### src/rtl/sh_pkg.sv
// Shared shift-kind encoding and multi-cycle shifter FSM states.
// Decoded SH fields from control drive the shifters without translation.
package sh_pkg;

  localparam int SH_WIDTH = 16;
  localparam int SH_CNT_W = 4;

  typedef enum logic [1:0] {
    SH_NONE = 2'b00,
    SH_LSR  = 2'b01,
    SH_LSL  = 2'b10,
    SH_ASR  = 2'b11
  } sh_mode_e;

  typedef enum logic [1:0] {
    ST_IDLE  = 2'b00,
    ST_SHIFT = 2'b01,
    ST_DONE  = 2'b10
  } sh_state_e;

  // SH_NONE requests a pass-through, so its amount is forced to zero.
  function automatic logic [SH_CNT_W-1:0] sh_eff_count(sh_mode_e m, logic [SH_CNT_W-1:0] amt);
    return (m == SH_NONE) ? '0 : amt;
  endfunction

endpackage

### src/rtl/multi_shift_unit_if.sv
// Request/response bundle between the control unit and multi_shift_unit.
interface multi_shift_unit_if #(
  parameter int WIDTH = 16,
  parameter int CNT_W = 4
);
  logic             start;
  logic [WIDTH-1:0] data_in;
  logic [1:0]       mode;
  logic [CNT_W-1:0] amount;
  logic             busy;
  logic             done;
  logic [WIDTH-1:0] result;
  logic             carry;
  logic             zero;

  modport master (
    output start, data_in, mode, amount,
    input  busy, done, result, carry, zero
  );

  modport slave (
    input  start, data_in, mode, amount,
    output busy, done, result, carry, zero
  );
endinterface

### src/rtl/multi_shift_unit_step.sv
// One-bit combinational shift step; carry_o is the bit pushed out.
module shift_step
  import sh_pkg::*;
#(
  parameter int WIDTH = 16
) (
  input  logic [WIDTH-1:0] val_i,
  input  sh_mode_e         mode_i,
  output logic [WIDTH-1:0] val_o,
  output logic             carry_o
);

  always_comb begin
    val_o   = val_i;
    carry_o = 1'b0;
    case (mode_i)
      SH_LSR: begin
        val_o   = {1'b0, val_i[WIDTH-1:1]};
        carry_o = val_i[0];
      end
      SH_LSL: begin
        val_o   = {val_i[WIDTH-2:0], 1'b0};
        carry_o = val_i[WIDTH-1];
      end
      SH_ASR: begin
        val_o   = {val_i[WIDTH-1], val_i[WIDTH-1:1]};
        carry_o = val_i[0];
      end
      default: begin
        val_o   = val_i;
        carry_o = 1'b0;
      end
    endcase
  end

endmodule

### src/rtl/multi_shift_unit.sv
// Multi-cycle shifter: one bit per clock, 0..2^CNT_W-1 positions.
// Control issues start, stalls on busy, writes result back on the done pulse.
module multi_shift_unit
  import sh_pkg::*;
#(
  parameter int WIDTH = 16,
  parameter int CNT_W = 4
) (
  input  logic              clk,
  input  logic              rst_n,
  multi_shift_unit_if.slave bus
);

  sh_state_e        state_q, state_d;
  sh_mode_e         mode_q, mode_d;
  logic [CNT_W-1:0] cnt_q, cnt_d;
  logic [WIDTH-1:0] result_q, result_d;
  logic             carry_q, carry_d;
  logic             zero_q, zero_d;

  logic [WIDTH-1:0] step_val;
  logic             step_carry;

  shift_step #(.WIDTH(WIDTH)) u_step (
    .val_i   (result_q),
    .mode_i  (mode_q),
    .val_o   (step_val),
    .carry_o (step_carry)
  );

  always_ff @(posedge clk or negedge rst_n) begin
    if (!rst_n) begin
      state_q  <= ST_IDLE;
      mode_q   <= SH_NONE;
      cnt_q    <= '0;
      result_q <= '0;
      carry_q  <= 1'b0;
      zero_q   <= 1'b1;
    end else begin
      state_q  <= state_d;
      mode_q   <= mode_d;
      cnt_q    <= cnt_d;
      result_q <= result_d;
      carry_q  <= carry_d;
      zero_q   <= zero_d;
    end
  end

  always_comb begin
    state_d  = state_q;
    mode_d   = mode_q;
    cnt_d    = cnt_q;
    result_d = result_q;
    carry_d  = carry_q;
    case (state_q)
      ST_IDLE: begin
        if (bus.start) begin
          mode_d   = sh_mode_e'(bus.mode);
          cnt_d    = CNT_W'(sh_eff_count(sh_mode_e'(bus.mode), SH_CNT_W'(bus.amount)));
          result_d = bus.data_in;
          carry_d  = 1'b0;
          state_d  = (cnt_d != '0) ? ST_SHIFT : ST_DONE;
        end
      end
      ST_SHIFT: begin
        result_d = step_val;
        carry_d  = step_carry;
        cnt_d    = cnt_q - CNT_W'(1);
        if (cnt_q == CNT_W'(1)) state_d = ST_DONE;
      end
      ST_DONE: state_d = ST_IDLE;
      default: state_d = ST_IDLE;
    endcase
    // Tracks result on every load so it is already valid in the DONE cycle.
    zero_d = (result_d == '0);
  end

  assign bus.busy   = (state_q != ST_IDLE);
  assign bus.done   = (state_q == ST_DONE);
  assign bus.result = result_q;
  assign bus.carry  = carry_q;
  assign bus.zero   = zero_q;

endmodule

### src/flat_wrapper.sv
// flat-port wrapper written by rule: the top's interface ports become plain ports
module multi_shift_unit_flat import sh_pkg::*;
#(
  parameter int WIDTH = 16,
  parameter int CNT_W = 4
)
  (clk, rst_n, bus_start, bus_data_in, bus_mode, bus_amount, bus_busy, bus_done, bus_result, bus_carry, bus_zero);
  multi_shift_unit_if #(.WIDTH(WIDTH), .CNT_W(CNT_W)) bus_i ();
  input  logic clk;
  input  logic rst_n;
  input wire logic [$bits(bus_i.start)-1:0] bus_start;
  input wire logic [$bits(bus_i.data_in)-1:0] bus_data_in;
  input wire logic [$bits(bus_i.mode)-1:0] bus_mode;
  input wire logic [$bits(bus_i.amount)-1:0] bus_amount;
  output wire logic [$bits(bus_i.busy)-1:0] bus_busy;
  output wire logic [$bits(bus_i.done)-1:0] bus_done;
  output wire logic [$bits(bus_i.result)-1:0] bus_result;
  output wire logic [$bits(bus_i.carry)-1:0] bus_carry;
  output wire logic [$bits(bus_i.zero)-1:0] bus_zero;
  assign bus_i.start = bus_start;
  assign bus_i.data_in = bus_data_in;
  assign bus_i.mode = bus_mode;
  assign bus_i.amount = bus_amount;
  assign bus_busy = bus_i.busy;
  assign bus_done = bus_i.done;
  assign bus_result = bus_i.result;
  assign bus_carry = bus_i.carry;
  assign bus_zero = bus_i.zero;
  multi_shift_unit #(.WIDTH(WIDTH), .CNT_W(CNT_W)) u_core (.clk(clk), .rst_n(rst_n), .bus(bus_i));
endmodule
### config.mk
export PLATFORM = sky130hd
export DESIGN_NAME = multi_shift_unit_flat
export DESIGN_NICKNAME = d
export VERILOG_FILES = /design/src/rtl/sh_pkg.sv /design/src/rtl/multi_shift_unit_if.sv /design/src/rtl/multi_shift_unit_step.sv /design/src/rtl/multi_shift_unit.sv /design/src/flat_wrapper.sv
export SDC_FILE = /design/constraint.sdc
export NUM_CORES = 1
export LEC_CHECK = 0
export CAP_MARGIN = 5
export CORE_ASPECT_RATIO = 0.9
export CORE_UTILIZATION = 40
export DETAILED_ROUTE_END_ITERATION = 8
export GPL_TIMING_DRIVEN = 0
export PLACE_DENSITY_LB_ADDON = 0.2
export SLEW_MARGIN = 20
export SYNTH_ARGS = -nofsm -noshare
export SYNTH_HDL_FRONTEND = slang
export SYNTH_SLANG_ARGS = --single-unit
### constraint.sdc
create_clock -name clk -period 5.6 [get_ports clk]
set_clock_uncertainty 0.2 [all_clocks]
set_input_delay 0.84 -clock clk [delete_from_list [all_inputs] [get_ports clk]]
set_output_delay 0.84 -clock clk [all_outputs]
set_load 0.02 [all_outputs]
==> flow_summary_export.csv <==
group,metric,value,unit
run_status,status,"finished with violations",
run_status,violations,"DRC",
clock_network,cts_resized,0,
job,drv_cap,0,
worst_hold_path,hp-class,"register to register",
worst_setup_path,cp.arrival,1.93,ns
die,boundaryPins,45,
timing,setup_viol,0,
die,core,4074,um^2
route,first_iter_violations,129,
timing,post-route-min-period,2.974,ns
route,avgRoutedWirePerCell,16.44,um
clock_network,cts_sinks,26,
cells_and_area,layout.nets,267,
timing,holdWs,0.3344,ns
clock_network,hold_buffers,0,
worst_setup_path,setup.worst_path.end_class,"output port",
die,die_h,63.86,um
synth,synth_edf_count,0,
die,dieArea,4516,um^2
timing,slew_viol_final,0,
timing,tightestPinTransition,0.5590,ns
clock_network,cts-root-buf,"clkbuf_8",
synth,ys_ff_latch,26,
grt,grt_pass1_wl,7969,um
power_and_ir_drop,power_density,568.5,nW/um^2
route,via_per_inst,5.882,
grt,antenna_found_initial,0,
worst_setup_path,worst_path_dominant_cell_family,"buffers and inverters",
timing,fmax,336.2,MHz
worst_setup_path,crit_path_top_delay_cell,"clkdlybuf4s50_1",
cells_and_area,layout-drive-gt1-share,8.787,%
synth,syn_inst,191,
synth,synth_ff_type,"dfrtp_1",
synth,ys_top_cells_by_area,"dfrtp_1 37%, a221oi_1 6.2%, or3b_1 5.7%",
placed_design,place_hpwl,3495,um
worst_setup_path,setup.worst_path.class,"register to output port",
cells_and_area,antenna_cells,0,
synth,syn_area_per_cell,8.903,um^2
synth,seq_area_frac_synth,38.34,%
synth,yosysTopAreaCellShare,36.79,%
route,wl,4718,um
timing,final-hold-violation-count,0,
route,first_pass_iters,6,
clock_network,post_cts_buffers,0,
die,rows,22,
route,drcViolationCount,5,
synth,synth_fp_nets,218,
worst_setup_path,cp.required,4.56,ns
grt,grt_use_total,22.73,%
route,vias,1688,
synth,async_flop_share,100.0,%
timing,fin_crit_sh,53.11,%
power_and_ir_drop,vdd_ir_drop_max,362.1,uV
synth,synth.cell_area,1700,um^2
power_and_ir_drop,p_total,1.274,mW
synth,yosysUniqueCellTypes,41,
worst_setup_path,path_buf_inv,3,
power_and_ir_drop,p_leak,0.8870,nW
worst_setup_path,crit_chain,"buf_2, clkbuf_1, or2_2, clkdlybuf4s50_1",
grt,grt.overflow.total,0,
die,start_util,41.74,%
timing,finalSetupTns,0,ns
placed_design,gp_congestion,0.8581,
clock_network,htree_levels,1,
worst_setup_path,max_stage_delay,0.59,ns
timing,rsz0062_at_grt,"no",
timing,maxSlewHeadroom,62.74,%
clock_network,insertion_delay,0.27,ns
clock_network,cts_inserted_buffers,3,
worst_setup_path,crit_path_start_kind,"register",
die,die_w,70.73,um
clock_network,cts_buffer_depth,2,
synth,yosysTopAreaCell,"dfrtp_1",
clock_network,cts.reportedPaths.clkPinSlew,0.09,ns
route,ant_nets,0,
worst_setup_path,path_max_fanout,10,
cells_and_area,area_growth,31.79,%
grt,grt_max_degree,27,
grt,grt_pass1_vias,1579,
synth,yosysWarnings,0,
placed_design,io_buffers,44,
clock_network,tritoncts,"built",
[Yosys cell counts (all sizes together) (2+ instances only)]
cell     n
a21oi    5
a221oi  12
a22oi    2
a31oi   14
and3b    2
buf     10
clkbuf   4
dfrtp   25
ha       2
inv      6
nand2   22
nand2b  13
nand3b   3
nor2     2
nor2b    3
nor3b    3
nor4     3
o21ai   24
o221a    2
o22ai    4
or2b     2
or3b    12
[cells by family after synthesis]
family | count (synthesis) | share of synthesized area (%)
compound gates | 70 | 26.93
fa+ha+maj | 2 | 1.471
simple gates | 71 | 26.20
flops | 26 | 38.34
xor+xnor | 1 | 0.5152
mux | 1 | 0.6622
buf+inv | 20 | 5.886
[cells in the final DEF, fill, tap and decap left out, types with 3 or more instances in the layout]
master | netlist | layout
nand3b_1 | 3 | 3
o21ai_1 | 9 | 9
inv_1 | 6 | 6
o22ai_1 | 4 | 4
dfrtp_1 | 25 | 25
clkdlybuf4s50_1 | 0 | 43
a31oi_1 | 14 | 14
a221oi_1 | 12 | 12
nand2_1 | 22 | 22
nand2b_1 | 13 | 13
buf_2 | 8 | 9
clkbuf_8 | 0 | 3
or3b_1 | 11 | 11
o21ai_0 | 15 | 15
clkbuf_1 | 4 | 5
nor2b_1 | 3 | 3
nor4_1 | 3 | 3
a21oi_1 | 5 | 5
nor3b_1 | 3 | 3
[state kept, by name (all words and copies together) (netlist names)]
name,count
u_core.state_q,2
u_core.bus.result,16
u_core.mode_q,2
u_core.bus.zero,1
u_core.bus.carry,1
u_core.cnt_q,4
[tightest hold or removal path, cell delays in order (launching register included)]
cell	delay, ns
dfrtp_1	0.37
nand2_1	0.05
o221ai_1	0.07
[final timing paths]
path	start	to	slack (ns)	cells past startpoint
min reg2reg	u_core.cnt_q[1]	u_core.cnt_q[1]	0.33	2
min in group asynchronous	rst_n	u_core.cnt_q[2]	0.35	1
min	u_core.cnt_q[1]	u_core.cnt_q[1]	0.33	2
max reg2reg	u_core.state_q[1]	u_core.bus.zero	3.26	7
max in group asynchronous	rst_n	u_core.bus.zero	4.47	1
max	u_core.state_q[0]	bus_busy	2.63	4
[per-stage QoR]
| step | std cells | util [%] | instance area (um^2) | setup slack [ns] |
|---|---|---|---|---|
| after floorplan | 191 | - | 1700 | 3.495 |
| after global placement | 283 | 54.02 | 2201 | 2.528 |
| after detailed placement | 283 | 53.90 | 2196 | 2.540 |
| after CTS | 287 | 55.01 | 2241 | 2.636 |
| after global routing | 287 | 55.01 | 2241 | 2.523 |
| final | 287 | 55.01 | 2241 | 2.626 |
[power by group]
part	leakage, nW	switching [mW]	total, mW	internal, mW
clock	0.0228	0.0581	0.109	0.0509
combinational	0.537	0.421	0.786	0.365
sequential	0.328	0.113	0.379	0.267
[cell type report]
cell class	instances	area (um^2)
Multi-Input combinational cell	145	948.4
Fill cell	392	1833
Buffer	14	77.57
Timing Repair Buffer	44	435.4
Sequential cell	26	651.9
Inverter	6	22.52
Clock buffer	4	45.04
Tap cell	48	60.06
[routing by layer]
metal / track usage (%) / part of all wire (%)
met1: 34.07 / 51
met2: 34.01 / 43
met3: 4.259 / 5.8
met4: 4.750 / 0.36
met5: 0 / 0
Power figures use the tool's default switching activity.
